`config.mk`:
```
export PLATFORM = sky130hd
export DESIGN_NAME = reset_request_gen
export DESIGN_NICKNAME = d
export VERILOG_FILES = /design/src/rtl/reset_request_gen.sv
export SDC_FILE = /design/constraint.sdc
export NUM_CORES = 1
export LEC_CHECK = 0
export ABC_AREA = 1
export BUFFER_PORTS_ARGS = -buffer_cell sky130_fd_sc_hd__buf_2
export CORE_UTILIZATION = 64
export DETAILED_ROUTE_END_ITERATION = 10
export PLACE_DENSITY = 0.86
export SLEW_MARGIN = 20
export SYNTH_ARGS = -nofsm -noshare
export SYNTH_HDL_FRONTEND = slang
export SYNTH_SLANG_ARGS = --single-unit
export TNS_END_PERCENT = 100
```
`constraint.sdc`:
```
create_clock -name clk -period 3.18 [get_ports clk]
set_input_delay 0.477 -clock clk [delete_from_list [all_inputs] [get_ports clk]]
set_output_delay 0.477 -clock clk [all_outputs]
set_load 0.005 [all_outputs]
```
`src/rtl/reset_request_gen.sv`:
```
// Reset request generator: merges power-on, software handshake and watchdog
// sources into one stretched, flop-driven active-low reset request.
//
// state      | meaning
// -----------+---------------------------------------------------------------
// ST_ASSERT  | rst_req_n held low, cnt counts to PULSE_CYCLES-1
// ST_HOLDOFF | rst_req_n released, requests ignored until HOLDOFF_CYCLES pass
// ST_IDLE    | waiting for a software request or a watchdog expiry
module reset_request_gen #(
    parameter int PULSE_CYCLES   = 16,
    parameter int HOLDOFF_CYCLES = 8,
    parameter int WDT_WIDTH      = 16
) (
    input  logic                 clk,
    input  logic                 reset_n,
    input  logic                 sw_req,
    output logic                 sw_ack,
    input  logic                 wdt_en,
    input  logic                 wdt_kick,
    input  logic [WDT_WIDTH-1:0] wdt_limit,
    output logic                 rst_req_n,
    output logic                 busy,
    output logic [1:0]           cause
);

    localparam int CNT_MAX = (PULSE_CYCLES > HOLDOFF_CYCLES) ? PULSE_CYCLES : HOLDOFF_CYCLES;
    localparam int CNT_W   = $clog2(CNT_MAX + 1);
    localparam logic [CNT_W-1:0] PULSE_LAST = CNT_W'(PULSE_CYCLES - 1);
    localparam logic [CNT_W-1:0] HOLD_LAST  = CNT_W'(HOLDOFF_CYCLES - 1);

    typedef enum logic [1:0] {
        ST_ASSERT  = 2'b00,
        ST_HOLDOFF = 2'b01,
        ST_IDLE    = 2'b10
    } state_t;

    state_t               state;
    logic [CNT_W-1:0]     cnt;
    logic [WDT_WIDTH-1:0] wdt_cnt;

    logic in_idle;
    logic sw_trig;
    logic wdt_expire;
    logic trigger;

    // A kick in the expiry cycle suppresses the expiry.
    always_comb begin
        in_idle    = (state == ST_IDLE);
        sw_trig    = in_idle && sw_req && !sw_ack;
        wdt_expire = in_idle && wdt_en && (wdt_limit != '0) && !wdt_kick &&
                     (wdt_cnt == (wdt_limit - WDT_WIDTH'(1)));
        trigger    = sw_trig || wdt_expire;
    end

    always_ff @(posedge clk or negedge reset_n) begin
        if (!reset_n) begin
            state     <= ST_ASSERT;
            cnt       <= '0;
            rst_req_n <= 1'b0;
            busy      <= 1'b1;
            sw_ack    <= 1'b0;
            cause     <= 2'b00;
            wdt_cnt   <= '0;
        end else begin
            if (sw_trig)
                sw_ack <= 1'b1;
            else if (sw_ack && !sw_req)
                sw_ack <= 1'b0;

            // Watchdog only runs in IDLE; a zero limit freezes it in place.
            if (!in_idle || !wdt_en || wdt_kick || trigger)
                wdt_cnt <= '0;
            else if (wdt_limit != '0)
                wdt_cnt <= wdt_cnt + WDT_WIDTH'(1);

            case (state)
                ST_ASSERT: begin
                    if (cnt == PULSE_LAST) begin
                        state     <= ST_HOLDOFF;
                        cnt       <= '0;
                        rst_req_n <= 1'b1;
                    end else begin
                        cnt <= cnt + CNT_W'(1);
                    end
                end
                ST_HOLDOFF: begin
                    if (cnt == HOLD_LAST) begin
                        state <= ST_IDLE;
                        cnt   <= '0;
                        busy  <= 1'b0;
                    end else begin
                        cnt <= cnt + CNT_W'(1);
                    end
                end
                ST_IDLE: begin
                    if (trigger) begin
                        state     <= ST_ASSERT;
                        cnt       <= '0;
                        rst_req_n <= 1'b0;
                        busy      <= 1'b1;
                        cause     <= {wdt_expire, sw_trig};
                    end
                end
                default: begin
                    state     <= ST_ASSERT;
                    cnt       <= '0;
                    rst_req_n <= 1'b0;
                    busy      <= 1'b1;
                end
            endcase
        end
    end

endmodule
```
Yosys cells after proc, flatten, opt, wreduce, memory -nomap -nowiden
Cells that the tools add are included.
W data, S select, Z words.
- bits in registers: 28
- bits of input ports: 21
- output and inout port bits: 5
- $add $sub $neg: 3
- equal/unequal tests: 8
- mux-type cells: 18
- bitwise gates (word level): 2
- reduce and logical (&&, ||, !) cells: 24
- operator list (cell ; number):
    $mux W16 ; 2
    $add A16 B1 Y16 const B ; 1
    $eq A16 B16 Y1 ; 1
    $reduce_bool A16 Y1 ; 1
    $sub A16 B1 Y16 const B ; 1
    $mux W5 ; 3
    $pmux W5 S3 ; 1
    $reduce_and A3 Y1 ; 3
    $logic_and A1 B1 Y1 ; 7
    $mux W1 ; 6
    $mux W2 ; 3
    $ne A2 B2 Y1 const B ; 3
    $pmux W1 S3 ; 2
    $pmux W2 S3 ; 1
    $add A5 B1 Y5 const B ; 1
    $eq A5 B3 Y1 const B ; 1
    $eq A5 B4 Y1 const B ; 1
    $logic_not A1 Y1 ; 5
    $logic_or A1 B1 Y1 ; 4
    $reduce_bool A2 Y1 ; 2
    $eq A2 B1 Y1 const B ; 1
    $eq A2 B2 Y1 const B ; 1
    $logic_not A2 Y1 ; 1
    $not A1 Y1 ; 2
    $reduce_and A2 Y1 ; 1

Depth between registers and ports, before layout
- word-level depth: 8
- depth in mapped cells: 18
- gate-level depth less buffers: 18

Worst setup path after synthesis
OpenSTA, ideal clock, no wires.
- kind: in2reg
- start point: input port wdt_limit[1]
- end point: register wdt_cnt[3]
- setup time: 0.126 ns
- arrival time: 1.782 ns
- data required time: 3.054 ns
- setup slack: 1.272 ns
- stages: 13
- path buffers: 0
- path through: inv_1 -> ha_1 -> nand2_4 -> nor2_8 -> nand2_1 -> nand3_1 -> nand2_1 -> nor2_4 -> nand3_2 -> nor2_4 -> nor2_8 -> nand2_8 -> nor3_4
- cells in the longest elaborated chain, start to end: 7
- ends and longest elaborated chain (item ; RTL line ; RTL):
    from (decl) ; 20 ; input logic [WDT_WIDTH-1:0] wdt_limit,
    parallel branches: the longest is 7 deep, another holds $sub A16 B1 Y16 ; n/a ;
    to (signal assigned) ; 74 ; wdt_cnt <= wdt_cnt + WDT_WIDTH'(1);
    to (decl) ; 39 ; logic [WDT_WIDTH-1:0] wdt_cnt;
Several ways; the timed one is not identified.
A chain may end at the register's enable or synchronous reset.

Worst setup path after layout
- start point: input port wdt_limit[0]
- end point: register rst_req_n
- cells in the longest elaborated chain, start to end: 7
- ends and longest elaborated chain (item ; RTL line ; RTL):
    parallel branches: the longest is 3 deep, another holds $sub A16 B1 Y16 ; n/a ;
    $logic_and A1 B1 Y1 * ; 50 ; wdt_expire = in_idle && wdt_en && (wdt_limit != '0) && !wdt_kick &&
    $logic_or A1 B1 Y1 * ; 52 ; trigger = sw_trig || wdt_expire;
    $ne A2 B2 Y1 (no line) * ; n/a ;
    $reduce_and A3 Y1 (no line) * ; n/a ;
    to (signal assigned) ; 59 ; rst_req_n <= 1'b0;
    to (signal assigned) ; 81 ; rst_req_n <= 1'b1;
    to (signal assigned) ; 99 ; rst_req_n <= 1'b0;
    to (decl) ; 21 ; output logic rst_req_n,
Mark *: on every way between the ends.

==> flow_summary_export.csv <==
group,metric,value,unit
status,outcome,"completed",
yosys,yosysTopAreaCell,"dfrtp_1",
clock_network,clk_path_buf_depth,2,
cells_and_area,regArea,702,um2
floorplanning,die_h,65.2,um
clock_network,holdBufCountCts,0,
yosys,netlist_instances,376,
place,gp_congestion,0.898,
cells_and_area,antennaDiodeCount,0,
route,drt-vias-per-instance,5.31,
yosys,synth_top_area_frac,0.264,
yosys,synth_seq_area_share,0.274,
global_route,grt_max_degree,29,
power,power.switching,425,uW
power,power_frac_clock,0.243,
job,cap_violations,0,
critical_path,cp_data_required_time,3.36,ns
cells_and_area,final_cell_area,2810,um2
clock_network,clkLatencyLatePin,0.28,ns
global_route,grt-ovfl-total,0,
sta,finClkSkew,0.00671,ns
sta,slew_headroom,0.587,
power,vdd_drop_max,0.531,mV
critical_path,worstSetupPathType,"input pin to flip-flop",
power,p_leak,1.48,nW
yosys,syn_area,2560,um2
sta,finalHoldViolCount,0,
cells_and_area,drive_above_1_share,0.200,
critical_path,cp-end-kind,"flip-flop",
route,drtIter0Drc,130,
place,post-dp-hpwl,4660,um
critical_path,cp.arrival,2.09,ns
route,drt-wirelength-per-cell,12.6,um
sta,finalCriticalPeriod,1.92,ns
global_route,grt_pass1_vias,2117,
place,portBuffers,25,
clock_network,cts_buffers,3,
route,dr.pass1.iters,5,
sta,fmax,0.522,GHz
sta,finalCritPeriodShare,0.602,
route,num_vias,2405,
power,p_per_area,410,nW/um2
yosys,synth-edff-count,0,
yosys,synth_nets,403,
yosys,synthTopCellsByCount,"nand2_1, inv_1, nor2_1, dfrtp_1, nand3_1",
route,drc,0,
floorplanning,io-pin-count,26,
yosys,ys_seq_elements,28,
floorplanning,die_area,4250,um2
sta,rsz0062_at_grt,"no",
yosys,synth.most_common_cell,"nand2_1",
worst_hold_path,hp-class,"input pin to async pin",
power,swShare,0.369,
place,place_area,2740,um2
yosys,avgSynthCellArea,6.80,um2
global_route,antenna_found_initial,0,
power,p_int,728,uW
clock_network,cts_tree,"built",
clock_network,htree_num_levels,1,
cells_and_area,multiInputGateArea,1620,um2
floorplanning,die-width,65.2,um
yosys,ys_types,31,
clock_network,post_cts_buffers,0,
sta,worst_pin_slew,0.619,ns
critical_path,path_max_fanout,7,
yosys,synth.area.top_cells,"dfrtp_1, nand2_1, inv_1",
clock_network,cts_resized,0,
cells_and_area,final_nets,433,
sta,fin_setup_tns,0,ns
yosys,ys.flop_type,"dfrtp_1",
power,p_comb_frac,0.345,
yosys,synth-warning-count,0,
cells_and_area,area_growth,10.0,%
floorplanning,core-area,3740,um2
sta,slew_violations,0,
clock_network,path_clk_slew,0.10,ns
global_route,grt.total_usage,0.292,
route,detail-route-antenna-nets,0,
cells_and_area,num-fill-cells,315,
power,seq_power_share,0.412,
clock_network,cts_sinks,28,
floorplanning,initial_core_util,0.683,
route,routed_wl,5710,um
floorplanning,rows,22,
yosys,ys_async_sr_fraction,1.00,
global_route,grt_first_pass_wirelength,9580,um
clock_network,cts-root-buf,"clkbuf_8",
sta,final-setup-viol-count,0,
critical_path,startpoint_type,"input pin",
## cell families (layout without fill, tap and decap cells)
kind of cell	Yosys count	after routing	synth area share
and+or+nand+nor	241	241	0.491
buffers and inverters	63	92	0.0925
DFF	28	28	0.274
xor gates and xnor gates	24	24	0.0822
AOI/OAI and AO/OA	14	14	0.0303
adders and majority gates	6	6	0.0294
## through the flow
stage / total power [mW] / instances / utilization / worst slack (ns) / hold WS [ns]
after global placement: 0.848 / 449 / 0.733 / 0.991 / 0.446
after global routing: 1.22 / 453 / 0.752 / 1.06 / 0.255
final: 1.15 / 453 / 0.752 / 1.26 / 0.204
after floorplan: 0.754 / 376 / - / 1.27 / 0.181
after CTS: 1.15 / 453 / 0.752 / 1.27 / 0.225
after detailed placement: 0.874 / 449 / 0.733 / 0.978 / 0.460
## cell usage in the layout (no fill, tap or decap), types with 2 or more instances in the layout
cell and instances:
xor2_1 17, nor2_8 4, nor2_4 6, nand3_2 4, nor3_1 4, nor2_1 38
nor3_4 2, ha_1 6, a21oi_1 4, nand4_1 12, nand2_1 118, nand3_1 19
inv_2 10, buf_2 25, clkbuf_8 3, nor4_1 3, inv_1 51, clkinv_1 2
nand2_4 3, dfrtp_1 27, xnor2_1 7, o21ai_0 4, o21ai_1 3, nor2_2 14
nand2_2 5, nand3b_1 6
## layer usage
metal  global-route usage  wire (um)  share of wire
met1                0.407       2570           0.45
met2                0.483       2760           0.48
met3               0.0417        342          0.060
met4               0.0571         45         0.0079
met5                    0          0              0
## worst paths after layout
check / cells past startpoint / slack [ns] / end / startpoint
max: 19 / 1.26 / rst_req_n$_DFFE_PN0P_ / wdt_limit[0]
min: 1 / 0.20 / wdt_cnt[2]$_DFFE_PN0P_ / reset_n
max reg2reg: 9 / 1.29 / wdt_cnt[9]$_DFFE_PN0P_ / state[1]$_DFFE_PN0P_
min reg2reg: 2 / 0.48 / cause[0]$_DFFE_PN0P_ / cause[0]$_DFFE_PN0P_
max in group asynchronous: 1 / 2.57 / wdt_cnt[13]$_DFFE_PN0P_ / reset_n
min in group clk: 3 / 0.48 / sw_ack$_DFFE_PN0P_ / sw_req
## registers in the layout (all words and copies together), names as in the netlist
name / flops
wdt_cnt: 16
cnt: 5
cause: 2
state: 2
busy: 1
rst_req_n: 1
sw_ack: 1
## layout make-up
class,count,area share
clock buffers,3,0.0147
clock inverters,1,0.0107
inverters,63,0.0840
multi-input cells,285,0.575
flip-flops and latches,28,0.249
well taps,48,0.0213
repair buffers,25,0.0445
## power by group through the flow
stage                     Sequential, mW  Clock [mW]  Combinational (mW)
after global routing               0.481       0.299               0.438
after floorplan                    0.470           0               0.283
final                              0.475       0.280               0.397
after detailed placement           0.481           0               0.394
after CTS                          0.474       0.284               0.396
after global placement             0.475           0               0.373
## worst max-delay path: stages
cell	delay [ns]
buf_2	0.12
inv_2	0.06
ha_1	0.31
inv_1	0.06
nand2_1	0.04
nand2_1	0.05
nand2_1	0.06
nor2_1	0.08
nand2_1	0.07
inv_1	0.05
nand2_1	0.05
nor2_1	0.10
nand2_1	0.06
nor2_1	0.13
nand2_2	0.11
nand3_4	0.11
nand2_1	0.06
nand2_1	0.06
nand2_1	0.04
No activity file was read; power rests on OpenSTA's default activity.
